**config.mk**
```make
export PLATFORM = sky130hd
export DESIGN_NAME = trigger_detector
export DESIGN_NICKNAME = d
export VERILOG_FILES = /design/src/rtl/trigger_detector.sv
export SDC_FILE = /design/constraint.sdc
export NUM_CORES = 1
export LEC_CHECK = 0
export ABC_AREA = 0
export CORE_MARGIN = 5
export CORE_UTILIZATION = 57
export CTS_CLUSTER_DIAMETER = 100
export DETAILED_ROUTE_END_ITERATION = 7
export GPL_TIMING_DRIVEN = 0
export PLACE_DENSITY = 0.79
export SLEW_MARGIN = 30
export SYNTH_ARGS = -nofsm -noshare
export SYNTH_HDL_FRONTEND = slang
export SYNTH_SLANG_ARGS = --single-unit
```
**constraint.sdc**
```tcl
create_clock -name clock -period 2.3 [get_ports clock]
set_input_delay 0.23 -clock clock [delete_from_list [all_inputs] [get_ports clock]]
set_output_delay 0.23 -clock clock [all_outputs]
set_load 0.02 [all_outputs]
```
**src/rtl/trigger_detector.sv**
```systemverilog
`default_nettype none
// ============================================================================
//  Module      : trigger_detector
//  Description : Qualifies 802.11b packets from an asynchronous envelope
//                comparator. After a minimum envelope duration it skips the
//                PLCP preamble, then raises trigger_signal for the payload
//                window. A holdoff stops retriggering inside one packet.
//                Optional macro TRIGGER_COUNT_EN builds a saturating count of
//                accepted packets on trig_count; otherwise it is tied to 0.
//  Revision    : 1.0 - initial release
// ============================================================================
module trigger_detector #(
    parameter int QUAL_CYCLES    = 8,
    parameter int SKIP_CYCLES    = 1920,
    parameter int DROP_CYCLES    = 4,
    parameter int MAX_ACTIVE     = 20000,
    parameter int HOLDOFF_CYCLES = 100,
    parameter int CNT_W          = 16
) (
    input  logic             clock,
    input  logic             reset,
    input  logic             enable,
    input  logic             env_in,
    output logic             trigger_signal,
    output logic             busy,
    output logic [CNT_W-1:0] trig_count
);

    // Counter widths leave one spare bit so a count can reach its limit.
    localparam int c_QW = $clog2(QUAL_CYCLES) + 1;
    localparam int c_SW = $clog2(SKIP_CYCLES) + 1;
    localparam int c_DW = $clog2(DROP_CYCLES) + 1;
    localparam int c_AW = $clog2(MAX_ACTIVE) + 1;
    localparam int c_HW = $clog2(HOLDOFF_CYCLES) + 1;

    localparam logic [c_QW-1:0] c_QUAL_END = c_QW'(QUAL_CYCLES);
    localparam logic [c_SW-1:0] c_SKIP_END = c_SW'(SKIP_CYCLES);
    localparam logic [c_DW-1:0] c_DROP_END = c_DW'(DROP_CYCLES);
    localparam logic [c_AW-1:0] c_ACT_END  = c_AW'(MAX_ACTIVE);
    localparam logic [c_HW-1:0] c_HOLD_END = c_HW'(HOLDOFF_CYCLES);

    localparam logic [2:0] c_ST_IDLE    = 3'd0;
    localparam logic [2:0] c_ST_QUALIFY = 3'd1;
    localparam logic [2:0] c_ST_DELAY   = 3'd2;
    localparam logic [2:0] c_ST_ACTIVE  = 3'd3;
    localparam logic [2:0] c_ST_HOLDOFF = 3'd4;

    logic            r_sync1;
    logic            r_env_s;
    logic [2:0]      r_state;
    logic [2:0]      w_state_nxt;
    logic [c_QW-1:0] r_qual_cnt;
    logic [c_SW-1:0] r_skip_cnt;
    logic [c_DW-1:0] r_drop_cnt;
    logic [c_AW-1:0] r_act_cnt;
    logic [c_HW-1:0] r_hold_cnt;
    logic            r_trigger;
    logic            r_busy;

    // Two-flop synchronizer for the asynchronous comparator output.
    always_ff @(posedge clock) begin
        if (reset) begin
            r_sync1 <= 1'b0;
            r_env_s <= 1'b0;
        end else begin
            r_sync1 <= env_in;
            r_env_s <= r_sync1;
        end
    end

    // Next-state decision; each count is acted on the edge after it reaches
    // its limit, so every state lasts exactly its parameter in cycles.
    always_comb begin
        w_state_nxt = r_state;
        case (r_state)
            c_ST_IDLE: begin
                if (r_env_s) w_state_nxt = c_ST_QUALIFY;
            end
            c_ST_QUALIFY: begin
                if (r_qual_cnt == c_QUAL_END) w_state_nxt = c_ST_DELAY;
                else if (!r_env_s)           w_state_nxt = c_ST_IDLE;
            end
            c_ST_DELAY: begin
                // A drop inside the preamble aborts without triggering.
                if (r_drop_cnt == c_DROP_END)      w_state_nxt = c_ST_HOLDOFF;
                else if (r_skip_cnt == c_SKIP_END) w_state_nxt = c_ST_ACTIVE;
            end
            c_ST_ACTIVE: begin
                if ((r_drop_cnt == c_DROP_END) || (r_act_cnt == c_ACT_END))
                    w_state_nxt = c_ST_HOLDOFF;
            end
            c_ST_HOLDOFF: begin
                // Wait for the envelope to go away so one packet never retriggers.
                if ((r_hold_cnt == c_HOLD_END) && !r_env_s) w_state_nxt = c_ST_IDLE;
            end
            default: w_state_nxt = c_ST_IDLE;
        endcase
        if (!enable) w_state_nxt = c_ST_IDLE;
    end

    // State, per-state counters and registered outputs.
    always_ff @(posedge clock) begin
        if (reset) begin
            r_state    <= c_ST_IDLE;
            r_qual_cnt <= '0;
            r_skip_cnt <= '0;
            r_drop_cnt <= '0;
            r_act_cnt  <= '0;
            r_hold_cnt <= '0;
            r_trigger  <= 1'b0;
            r_busy     <= 1'b0;
        end else begin
            r_state   <= w_state_nxt;
            r_trigger <= (w_state_nxt == c_ST_ACTIVE);
            r_busy    <= (w_state_nxt != c_ST_IDLE);

            if (w_state_nxt == c_ST_QUALIFY)
                r_qual_cnt <= (r_state == c_ST_QUALIFY) ? r_qual_cnt + c_QW'(1) : c_QW'(1);
            else
                r_qual_cnt <= '0;

            if (w_state_nxt == c_ST_DELAY)
                r_skip_cnt <= (r_state == c_ST_DELAY) ? r_skip_cnt + c_SW'(1) : c_SW'(1);
            else
                r_skip_cnt <= '0;

            // Consecutive low samples; spans DELAY into ACTIVE, any high restarts it.
            if ((w_state_nxt == c_ST_DELAY) || (w_state_nxt == c_ST_ACTIVE)) begin
                if (r_env_s)
                    r_drop_cnt <= '0;
                else if (r_drop_cnt != c_DROP_END)
                    r_drop_cnt <= r_drop_cnt + c_DW'(1);
            end else begin
                r_drop_cnt <= '0;
            end

            if (w_state_nxt == c_ST_ACTIVE)
                r_act_cnt <= (r_state == c_ST_ACTIVE) ? r_act_cnt + c_AW'(1) : c_AW'(1);
            else
                r_act_cnt <= '0;

            if (w_state_nxt == c_ST_HOLDOFF) begin
                if (r_state != c_ST_HOLDOFF)
                    r_hold_cnt <= c_HW'(1);
                else if (r_hold_cnt != c_HOLD_END)
                    r_hold_cnt <= r_hold_cnt + c_HW'(1);
            end else begin
                r_hold_cnt <= '0;
            end
        end
    end

    assign trigger_signal = r_trigger;
    assign busy           = r_busy;

`ifdef TRIGGER_COUNT_EN
    logic [CNT_W-1:0] r_trig_count;

    // Saturating count of ACTIVE entries; only reset clears it.
    always_ff @(posedge clock) begin
        if (reset) begin
            r_trig_count <= '0;
        end else if ((w_state_nxt == c_ST_ACTIVE) && (r_state != c_ST_ACTIVE) &&
                     (r_trig_count != {CNT_W{1'b1}})) begin
            r_trig_count <= r_trig_count + CNT_W'(1);
        end
    end

    assign trig_count = r_trig_count;
`else
    assign trig_count = '0;
`endif

endmodule
`default_nettype wire

```
Word level (Yosys, flattened, before mapping). Index checks and enable logic that the tools add are counted.

Reduce and logical (&&, ||, !) cells: 16. Equal/unequal tests: 16. Add/sub/neg operators: 5. Bitwise logic cells: 8. Multiplexer cells: 14.

Operators with widths (count): $mux 3 (8); $add 16x1->16 const B (1); $eq 16x15->1 const B (1); $pmux 3 s5 (1); $reduce_or 3->1 (5); $add 12x1->12 const B (1); $eq 12x11->1 const B (1); $eq 3x2->1 const B (4); $eq 3x3->1 const B (3); $add 8x1->8 const B (1); $eq 8x7->1 const B (1); $ne 8x7->1 const B (1); $not 1->1 (8); $reduce_or 2->1 (4); $eq 3x1->1 const B (2); $ne 3x3->1 const B (2); $mux 1 (5); $add 4x1->4 const B (1); $eq 4x4->1 const B (1); $add 3x1->3 const B (1); $logic_not 3->1 (1); $reduce_bool 3->1 (1); $logic_or 1x1->1 (2); $reduce_bool 2->1 (1); other kinds (2) (2).

Register bits: 50. Output and inout bits: 18. Word-level logic and storage cells: 73. Bits of input ports: 4.

Depth between registers and ports, before layout.
Depth after elaboration: 9. Mapped depth: 8. Gate-level depth less buffers: 6.

Worst setup path before layout. OpenSTA, ideal clock, no wires.

Path type: reg-to-reg. From: register r_qual_cnt[0]. To: register r_qual_cnt[0]. Path buffers: 0. Library setup time: 61 ps. Path slack: 528 ps. Clock period less this slack: 1772 ps. Data required time: 2239 ps. Cell stages (with the launch flop): 7. Arrival: 1711 ps. Path through: dfxtp_1 > inv_1 > ha_1 > and3b_1 > a2111oi_1 > a221oi_2 > and4bb_1.

Longest elaborated chain between the ends: 7. Elaborated cells on any way between the ends: 9. Those cells by class: add/sub (1); eq/ne (2); mux (4); bitwise (1); reduce/logical (1).

RTL lines: start: declaration (line 52) `logic [c_QW-1:0] r_qual_cnt;`; start signal: assignment (line 118) `r_qual_cnt <= (r_state == c_ST_QUALIFY) ? r_qual_cnt + c_QW'(1) : c_QW'(1);`; $eq 4x4->1 (line 80) `if (r_qual_cnt == c_QUAL_END) w_state_nxt = c_ST_DELAY;`; $mux 3 (line 80); $pmux 3 s5 (line 75) `case (r_state)`; $mux 3 (line 98) `if (!enable) w_state_nxt = c_ST_IDLE;`; $eq 3x1->1 (line 117) `if (w_state_nxt == c_ST_QUALIFY)`; $not 1->1 (no source line); $reduce_or 2->1 (no source line).

Parallel ways exist; a longest one is shown, timed or not. A chain may end at the register's enable or synchronous reset.

Final worst setup path.
From: register r_act_cnt[1]. To: register r_qual_cnt[0].

Longest elaborated chain between the ends: 8.

RTL lines: start: declaration (line 55) `logic [c_AW-1:0] r_act_cnt;`; start signal: assignment (line 138) `r_act_cnt <= (r_state == c_ST_ACTIVE) ? r_act_cnt + c_AW'(1) : c_AW'(1);`; $eq 16x15->1 (line 89) `if ((r_drop_cnt == c_DROP_END) || (r_act_cnt == c_ACT_END))`; $logic_or 1x1->1 (line 89); $mux 3 (line 89); $pmux 3 s5 (line 75); $mux 3 (line 98); $eq 3x1->1 (line 117); $not 1->1 (no source line); $reduce_or 2->1 (no source line).

No other way between the ends.

==> qor.csv <==
metric,value,unit
# DRC,0,
Iteration-0 DRC Markers,44,
post-synthesis sequential area ratio,40.2,%
H-tree depth,2,
setup bufs post-CTS,0,
post-DR vias/cell,5.33,
Mapped Area,2490,sq um
ranking of synthesized cells by area,"dfxtp_1 40%, nor2_1 6.3%, xnor2_1 5.3%, ha_1 5.0%, xor2_1 4.9%",
worst-skew pair later-pin latency,0.31,ns
R2R cell count,6,
gpl congestion,0.788,
core region area,4290,sq um
peak supply drop,515,uV
ANT cells,0,
Post-DP Area,2660,sq um
cts bufs inserted,5,
first-pass GRT wire length,7670,um
R2R Setup Slk,0.29,ns
Via Count,1924,
main combinational cell family by area after synthesis,simple AND/OR/NAND/NOR gates,
setup TNS,0,ns
post-synthesis cell type with the largest combined area,dfxtp_1,
"Distinct cells, synth",47,
CTS Sinks,50,
die footprint,5790,sq um
I/O Pins,22,
ys async rst share,0,%
reg-to-reg startpoint,r_act_cnt[1],
Wirelength per Cell,12.2,um
Syn Area/Cell,8.85,sq um
WP buf/inv,1,
Slew HR,62.6,%
xor/xnor cell area share of the yosys netlist,10.2,%
Synth Area in Simple Gates,27.2,%
layout cells sized above 1,11.3,%
multiplexer share of the synthesized area,0.402,%
PortBufs,5,
total of max-cap violations,0,
crit-path cells,inv_1 -> ha_1 -> nor4b_1 -> nand4_1 -> a221oi_2 -> and4bb_1,
slowest CP cell,a221oi_2,
top-area cell type share of the netlist area,40.2,%
Clock transition at path regs,0.09,ns
Hold WC Path Type,flop to flop,
vias in the first global route,1841,
fin area,2760,sq um
maximum clock frequency,0.499,GHz
Hold Startpoint,r_sync1,
clock tree from TritonCTS,built,
Cells after Synth,281,
Slew @ Worst Pin,0.560,ns
hold depth,1,
synthesis-to-layout area growth,10.8,%
grt total ovfl,0,
initial core utilization,57.9,%
First-pass DRT Iterations,4,
"commonest cells after routing, fill and taps aside","50 x dfxtp_1, 42 x nor2_1",
Routed WL,4410,um
post-DP HPWL,3240,um
Tcrit/Tclk final,87.2,%
ANT nets after route,0,
synthesized flop and latch total,50,
"Slew Viols, Final",0,
crit path DAT,2.21,ns
setup repair after global routing missed its margin,no,
Cell Rows,24,
Main synth FF type,dfxtp_1,
maximum clock path buffer count,2,
cts hold-fix bufs,0,
crit path max fanout,5,
Adder-Cell Fraction of Synth Area,5.03,%
Crit path max-delay family,simple AND/OR/NAND/NOR gates,
reg-to-reg endpoint,r_qual_cnt[0],
Tmin final,2.01,ns
Final setup viols,0,
GRT Util Overall,15.6,%
status,completed,
Root Buffer,clkbuf_8,
Critical Path RT,2.50,ns
startpoint types,flop,
Power Density,532,nW/um^2
initial antenna violation count,0,
"commonest non-fill, non-tap cell in the layout",dfxtp_1,
Max Clock Skew,0.00651,ns
Die H,76.1,um
P_leak,0.979,nW
Setup CP Type,flop to flop,
Compound-Gate Fraction of Synth Area,8.30,%
Post-layout nets,322,
largest net degree at the start of global routing,15,
overall die width,76.1,um
Post-synth EDFFs,0,
final hold viol count,0,
WHS Endpoint,r_env_s,
delay of the slowest cell on the worst path,0.53,ns
YS warnings,0,
Setup crit end kind,flop,
[cell families after synthesis]
kind of cell	Yosys count
AND/OR/NAND/NOR	125
AO/OA/AOI/OAI	26
flip-flops	50
multiplexers	1
buffers and inverters	39
XOR/XNOR	29
adder cells (fa/ha/maj)	10
other	1
[sequential cells by signal, indices dropped and copies added (netlist names)]
name	count
r_skip_cnt	12
r_hold_cnt	8
r_drop_cnt	3
r_state	3
busy	1
trigger_signal	1
r_qual_cnt	4
r_env_s	1
r_sync1	1
r_act_cnt	16
[routing by layer]
| metal | wire length (um) | track usage (%) | vias up |
|---|---|---|---|
| met5 | 0 | 0 | - |
| met4 | 115 | 8.39 | 0 |
| met3 | 188 | 4.49 | 11 |
| met2 | 2070 | 26.2 | 38 |
| met1 | 2040 | 17.8 | 891 |
| li1 | - | - | 984 |
[through the flow]
step / hold slack [ns] / power (W) / utilization (%) / instances / setup slack [ns]
floorplan: 0.302 / 0.000946 / - / 296 / 0.528
global placement: 0.444 / 0.000957 / 61.9 / 353 / 0.178
detailed placement: 0.425 / 0.000956 / 61.9 / 353 / 0.133
CTS: 0.457 / 0.00149 / 64.0 / 361 / 0.0924
global route: 0.475 / 0.00152 / 64.2 / 361 / 0.0610
finish: 0.453 / 0.00147 / 64.2 / 361 / 0.294
[power breakdown]
part / total [W] / switching (W) / internal [W]
Clock: 0.000528 / 0.000285 / 0.000243
Combinational: 0.0000683 / 0.0000392 / 0.0000292
Sequential: 0.000870 / 0.00000231 / 0.000867
Total: 0.00147 / 0.000327 / 0.00114
[synth_stat cells (2+ instances only)]
| cell | instances |
|---|---|
| and3b_1 | 3 |
| a211oi_2 | 2 |
| clkbuf_1 | 3 |
| dfxtp_1 | 50 |
| a211oi_1 | 2 |
| nor3_1 | 7 |
| nor2_1 | 42 |
| or3_1 | 4 |
| nor3b_1 | 2 |
| nand3b_1 | 4 |
| and2_1 | 4 |
| xnor2_1 | 15 |
| a21oi_1 | 7 |
| nor4_1 | 4 |
| buf_2 | 4 |
| and3_1 | 7 |
| inv_1 | 16 |
| buf_4 | 16 |
| nor2b_1 | 3 |
| o21ai_0 | 4 |
| ha_1 | 10 |
| nand2_1 | 9 |
| nand4_1 | 9 |
| xor2_1 | 14 |
| nand3_1 | 16 |
| nor4b_1 | 3 |
[how the worst max path moves through the flow]
stage,start,to,slack (ns),cells after the start
finish,r_act_cnt[1],r_qual_cnt[0],0.29,6
floorplan,r_qual_cnt[0],r_qual_cnt[0],0.53,6
global route,r_act_cnt[1],r_qual_cnt[0],0.06,6
global placement,r_qual_cnt[0],r_qual_cnt[0],0.18,6
detailed placement,r_qual_cnt[0],r_qual_cnt[0],0.13,6
CTS,r_qual_cnt[0],r_qual_cnt[0],0.09,6
[repair_timing]
item	in CTS	in global routing
endpoints found under the setup margin	0	1
resized for setup	0	1
endpoints found under the hold margin	0	0
[area by class of cell]
| class | count | area (sq um) |
|---|---|---|
| fill | 367 | 1540 |
| multi-input combinational | 207 | 1340 |
| sequential | 50 | 1000 |
| buffer | 23 | 151 |
| clock buffer | 7 | 86.3 |
| tap | 52 | 65.1 |
| inverter | 16 | 60.1 |
| timing repair buffer | 5 | 50.0 |
| clock inverter | 1 | 5.00 |
Power figures use the tool's default switching activity.
